`src/rtl/clkdiv_prog.sv`:
```
`timescale 1ns/1ps
`default_nettype none
// ============================================================================
//  Module   : clkdiv_prog
//  Purpose  : Programmable clock divider. Produces a glitch-free gated copy
//             of CLKI, TAPS power-of-two divided clocks and one divide-by-D
//             clock whose divisor is reloaded through a load/ack handshake.
//             A synchronised RELEASE starts and stops all outputs in phase.
//  Revision : 1.0 - initial release
// ============================================================================
module clkdiv_prog #(
    parameter int TAPS    = 3,
    parameter int DIVW    = 4,
    parameter int DEF_DIV = 3
) (
    input  logic            CLKI,
    input  logic            RSTN,
    input  logic            RELEASE,
    input  logic            DIV_LD,
    input  logic [DIVW-1:0] DIV_IN,
    output logic            CDIV1,
    output logic [TAPS-1:0] CDIVP,
    output logic            CDIVN,
    output logic            DIV_ACK,
    output logic            RUNNING
);

    localparam logic [DIVW-1:0] c_def_div = DIVW'(DEF_DIV);
    localparam logic [DIVW-1:0] c_one     = DIVW'(1);

    typedef enum logic [0:0] {
        ST_STOP = 1'b0,
        ST_RUN  = 1'b1
    } state_t;

    state_t          r_state;
    state_t          w_state_nxt;

    logic            r_sync1;
    logic            r_rel_s;
    logic [TAPS-1:0] r_cnt;
    logic [DIVW-1:0] r_pc;
    logic            r_cdivn;
    logic [DIVW-1:0] r_div;
    logic            r_pend;
    logic [DIVW-1:0] r_pend_val;
    logic            r_ack;
    logic            r_run_en;

    logic            w_counting;
    logic [DIVW-1:0] w_de;
    logic [DIVW-1:0] w_half;
    logic            w_wrap;
    logic            w_apply;

    // Two-flop synchroniser for the asynchronous RELEASE request
    always_ff @(posedge CLKI or negedge RSTN) begin
        if (!RSTN) begin
            r_sync1 <= 1'b0;
            r_rel_s <= 1'b0;
        end else begin
            r_sync1 <= RELEASE;
            r_rel_s <= r_sync1;
        end
    end

    // Run/stop state register
    always_ff @(posedge CLKI or negedge RSTN) begin
        if (!RSTN) begin
            r_state <= ST_STOP;
        end else begin
            r_state <= w_state_nxt;
        end
    end

    // Next-state decode; counting only happens on RUN edges that stay in RUN,
    // so the STOP->RUN edge is not a counting edge and a stop clears at once
    always_comb begin
        w_state_nxt = r_state;
        w_counting  = 1'b0;
        case (r_state)
            ST_STOP: begin
                if (r_rel_s) begin
                    w_state_nxt = ST_RUN;
                end
            end
            ST_RUN: begin
                if (r_rel_s) begin
                    w_counting = 1'b1;
                end else begin
                    w_state_nxt = ST_STOP;
                end
            end
            default: begin
                w_state_nxt = ST_STOP;
            end
        endcase
    end

    // Effective divisor treats a programmed zero as one
    always_comb begin
        w_de    = (r_div == '0) ? c_one : r_div;
        w_half  = w_de >> 1;
        w_wrap  = (r_pc == (w_de - c_one));
        w_apply = r_pend && ((r_state == ST_STOP) || (w_counting && w_wrap));
    end

    // Power-of-two counter and divide-by-D phase counter; both clear on stop
    always_ff @(posedge CLKI or negedge RSTN) begin
        if (!RSTN) begin
            r_cnt   <= '0;
            r_pc    <= '0;
            r_cdivn <= 1'b0;
        end else if (w_counting) begin
            r_cnt   <= r_cnt + TAPS'(1);
            r_cdivn <= (r_pc < w_half);
            r_pc    <= w_wrap ? '0 : (r_pc + c_one);
        end else begin
            r_cnt   <= '0;
            r_pc    <= '0;
            r_cdivn <= 1'b0;
        end
    end

    // Divisor load handshake; a new load always wins over clearing pend, so a
    // load on the apply edge stays pending for the following wrap
    always_ff @(posedge CLKI or negedge RSTN) begin
        if (!RSTN) begin
            r_div      <= c_def_div;
            r_pend     <= 1'b0;
            r_pend_val <= c_def_div;
            r_ack      <= 1'b0;
        end else begin
            r_ack <= 1'b0;
            if (w_apply) begin
                r_div <= r_pend_val;
                r_ack <= 1'b1;
            end
            if (DIV_LD) begin
                r_pend     <= 1'b1;
                r_pend_val <= DIV_IN;
            end else if (w_apply) begin
                r_pend     <= 1'b0;
            end
        end
    end

    // Gate enable changes only while CLKI is low, keeping CDIV1 glitch-free
    always_ff @(negedge CLKI or negedge RSTN) begin
        if (!RSTN) begin
            r_run_en <= 1'b0;
        end else begin
            r_run_en <= (r_state == ST_RUN);
        end
    end

    assign CDIV1   = CLKI & r_run_en;
    assign CDIVP   = r_cnt;
    assign CDIVN   = (w_de == c_one) ? CDIV1 : r_cdivn;
    assign DIV_ACK = r_ack;
    assign RUNNING = (r_state == ST_RUN);

endmodule
`default_nettype wire

```
`config.mk`:
```
export PLATFORM = sky130hd
export DESIGN_NAME = clkdiv_prog
export DESIGN_NICKNAME = d
export VERILOG_FILES = /design/src/rtl/clkdiv_prog.sv
export SDC_FILE = /design/constraint.sdc
export NUM_CORES = 1
export LEC_CHECK = 0
export ABC_CLOCK_PERIOD_IN_PS = 3100
export BUFFER_PORTS_ARGS = -buffer_cell sky130_fd_sc_hd__buf_2
export CAP_MARGIN = 20
export CORE_MARGIN = 10
export CORE_UTILIZATION = 54
export CTS_CLUSTER_SIZE = 20
export DETAILED_ROUTE_END_ITERATION = 6
export PLACE_DENSITY_LB_ADDON = 0.1
export SYNTH_ARGS = -nofsm -noshare
export SYNTH_HDL_FRONTEND = slang
export SYNTH_SLANG_ARGS = --single-unit
```
`constraint.sdc`:
```
create_clock -name CLKI -period 3.1 [get_ports CLKI]
set_input_delay 0.465 -clock CLKI [delete_from_list [all_inputs] [get_ports CLKI]]
set_output_delay 0.465 -clock CLKI [all_outputs]
set_load 0.01 [all_outputs]
```
* Word-level counts from Yosys, hierarchy flattened
Index checks and enable logic that the tools add are counted.
** Word-level totals
- Output and inout port bits :: 7
- Register bits :: 22
- Bits of input ports :: 8
- Word-level logic and storage cells :: 35
** Operators by class
- $lt $le $gt $ge :: 1
- $add $sub $neg :: 3
- Bitwise logic cells :: 2
- Equality and inequality tests :: 2
- Reduce and logical (&&, ||, !) cells :: 5
- Muxes and demuxes :: 11
** Operator list (count)
- two-way mux 4 bit :: 3
- two-way mux 1 bit :: 7
- adder 4 x 1 -> 4 bit, second input constant :: 1
- == test 4 x 1 -> 1 bit, second input constant :: 1
- == test 4 bit :: 1
- zero test 4 bit :: 1
- < comparator 4 x 3 -> 1 bit :: 1
- subtractor 4 x 1 -> 4 bit, second input constant :: 1
- adder 3 x 1 -> 3 bit, second input constant :: 1
- two-way mux 3 bit :: 1
- logical AND 1 bit :: 2
- nonzero test 2 bit :: 1
- bitwise AND 1 bit :: 1
- logical OR 1 bit :: 1
- inverter 1 bit :: 1

* Logic depth before layout (Yosys ltp)
- Word-level depth :: 9
- Depth in mapped cells :: 9
- Depth with buffers taken out :: 9

==> qor.csv <==
stage,metric,value,unit
outcome,run_status,"finished, violations left",
outcome,violations,setup timing,
place,gp_routability_congestion,0.770,
sta,worst_pin_slew,0.469,ns
worst_setup_path,timing.reg2reg.worst_path_depth,9,
floorplan,core.rowCount,15,
global_routing,antenna_found_initial,0,
worst_setup_path,rr_startpoint,r_div[1],
sta,setup-violations-final,3,
layout,drive_gt1_frac,0.398,
worst_setup_path,critPathSlowestCell,dfrtn_1,
yosys,ys_ff_latch,22,
place,detailed_place_hpwl,1.48,mm
detailed_routing,initial_drc_count,9,
min_path,min-delay-start,RELEASE,
layout,fillers,143,
detailed_routing,remaining_drc_errors,0,
layout,synthToLayoutAreaGrowth,25.8,%
yosys,synthDistinctLibCells,27,
yosys,seq_area_frac_synth,0.555,
worst_setup_path,timing.critical_path.from,r_run_en,
worst_setup_path,critical-path-top-cell-by-count,buf_6,
detailed_routing,drt_first_pass_iters,4,
worst_setup_path,crit_path_max_incr_delay,0.34,ns
layout,final_nets,122,
clock_tree,insertion_delay_to_the_later_sink_of_the_worst_skew_pair,0.42,ns
place,io_buffers,14,
floorplan,floorplan.die_area,3980,µm²
worst_setup_path,crit_chain,"and2_4, buf_6, mux2_4, buf_6",
power_and_ir_drop,leakagePower,0.613,nW
detailed_routing,wl_per_cell,15.6,µm
worst_setup_path,crit_path_start_kind,flip-flop,
sta,hold-worst-slack,0.150,ns
min_path,hold_path.class,in2reg,
yosys,netlist_instances,79,
sta,clock_skew,0.00508,ns
yosys,synth.cell_area,1000,µm²
yosys,yosys.area.top_type_share,0.425,
detailed_routing,routed_wirelength,2.07,mm
global_routing,groute.usage.overall,0.123,
power_and_ir_drop,p_total,1.03,mW
global_routing,grt_first_pass_wirelength,3.73,mm
power_and_ir_drop,power_density,820,nW/µm²
floorplan,effective_utilization_at_floorplan,0.573,
global_routing,grt_start_max_net_pins,22,
clock_tree,clk_transition_reported_paths,0.12,ns
sta,timing.max_slew.rel_slack,0.679,
sta,finalHoldViolCount,0,
worst_setup_path,crit_type,reg2out,
yosys,synthesis.nets,93,
detailed_routing,avgViaCountPerCell,5.32,
floorplan,die_h,63.1,µm
worst_setup_path,crit_arrival,2.94,ns
min_path,hold_path_depth,1,
worst_setup_path,crit_required,2.63,ns
global_routing,grt-ovfl-total,0,
detailed_routing,dr_total_vias,708,
worst_setup_path,setup.worst_path.end_class,primary output,
floorplan,num_io_pins,15,
global_routing,first_global_vias,845,
clock_tree,cts_tree,yes,
layout,diodes,0,
sta,rsz0062_at_grt,true,
worst_setup_path,timing.critical_path.fanout_max,2,
floorplan,core_area,1750,µm²
yosys,yosys_warnings,0,
sta,fin_tns_setup,-0.381,ns
yosys,synth_top_cells_by_area,"dfrtp_1 (43%), dfstp_2 (11%), mux2_2 (9.0%)",
run,drv_cap,0,
floorplan,die_w,63.1,µm
power_and_ir_drop,vdd_drop_max,546,µV
sta,final_max_slew_viol_count,0,
yosys,synth.avg_cell_area,12.7,µm²
detailed_routing,antenna_violating_nets_post_route,0,
yosys,post-synth-top-area-cell,dfrtp_1,
sta,final_critical_path_setup_slack,-0.302,ns
## final cells by class
| type | instances | area, µm² | area share |
|---|---|---|---|
| clock buffer | 14 | 113 | 0.0895 |
| clock inverter | 1 | 30.0 | 0.0239 |
| inverter | 6 | 22.5 | 0.0179 |
| multi-input combinational | 51 | 429 | 0.341 |
| sequential | 22 | 556 | 0.441 |
| tap | 25 | 31.3 | 0.0249 |
| timing repair buffer | 14 | 77.6 | 0.0616 |
## Yosys cell counts
cell type  number
nor3_1          2
or2_2           1
and2_1          1
o21ai_1         1
nor2_1          7
and3_1          1
mux2_2          8
o32ai_4         1
dfrtp_1        17
nand2b_1        1
inv_1           6
mux2i_1         1
a21oi_1         1
nor4b_1         1
dfrtn_1         1
ha_1            6
a22oi_2         1
nand2_1         3
o21ai_0         2
xnor2_1         5
o21bai_1        1
a2111oi_0       1
xor2_1          2
nand3b_1        1
dfstp_2         4
nand3_1         2
mux2_1          1
## power breakdown
part / internal [mW] / leakage (nW) / switching, mW
sequential: 0.338 / 0.268 / 0.0510
clock: 0.273 / 0.0941 / 0.138
combinational: 0.109 / 0.252 / 0.124
## state kept, by name, indices dropped and copies added, names as in the netlist
| name | cells |
|---|---|
| RUNNING | 1 |
| r_sync1 | 1 |
| r_pend_val | 4 |
| r_pc | 4 |
| r_pend | 1 |
| r_cdivn | 1 |
| DIV_ACK | 1 |
| r_div | 4 |
| CDIVP | 3 |
| r_run_en | 1 |
| r_rel_s | 1 |
## per-layer routing
layer | global-route usage | routed length (µm)
met1 | 0.121 | 847
met2 | 0.178 | 1050
met5 | 0 | 0
met4 | 0.115 | 38
met3 | 0.0707 | 131
## worst paths after layout
path | slack (ns) | endpoint
max | -0.30 | CDIVN
min | 0.15 | r_sync1
max reg2reg | 0.56 | r_div[2]
min reg2reg | 0.38 | r_rel_s
max in group asynchronous | 1.18 | r_run_en
min in group asynchronous | 0.58 | CDIVP[2]
## metrics by stage
stage | instances | setup WS (ns) | area [µm²] | utilization
6_report | 133 | -0.302 | 1260 | 0.721
5_1_grt | 133 | -0.364 | 1260 | 0.721
4_1_cts | 132 | -0.331 | 1240 | 0.711
3_5_place_dp | 119 | 0.277 | 1110 | 0.636
3_3_place_gp | 119 | 0.280 | 1110 | 0.636
2_1_floorplan | 79 | 0.329 | 1000 | -
## worst max-delay path, delay by kind of cell, from the launching register on
| kind | cells | cell delay (ns) |
|---|---|---|
| simple gates | 1 | 0.14 |
| flops | 1 | 0.34 |
| buf+inv | 2 | 0.22 |
| mux | 1 | 0.26 |
## layout by cell type (no fill, tap or decap), types with 2 or more instances in the layout
cell type | synthesis | final
buf_2 | 0 | 12
buf_4 | 0 | 2
buf_6 | 0 | 3
clkbuf_4 | 0 | 9
dfrtp_1 | 17 | 17
dfstp_2 | 4 | 4
ha_1 | 6 | 6
inv_1 | 6 | 6
mux2_2 | 8 | 7
nand2_1 | 3 | 3
nand3_1 | 2 | 2
nor2_1 | 7 | 7
nor3_1 | 2 | 2
o21ai_0 | 2 | 2
xnor2_1 | 5 | 5
xor2_1 | 2 | 2
## logic make-up (layout without fill, tap and decap cells)
group	after synthesis	after routing	share of synthesized area
XOR/XNOR	7	7	0.0613
adder cells (fa/ha/maj)	6	6	0.0750
AO/OA/AOI/OAI	8	8	0.0762
AND/OR/NAND/NOR	20	20	0.0988
flip-flops	22	22	0.555
multiplexers	10	10	0.111
buffers and inverters	6	35	0.0225
## timing repair
action,4_1_cts,5_1_grt
endpoints found under the hold margin,0,11
setup endpoints to repair,3,3
hold buffers,0,1
setup buffers,1,0
resized for setup,3,3
Power figures use the tool's default switching activity.
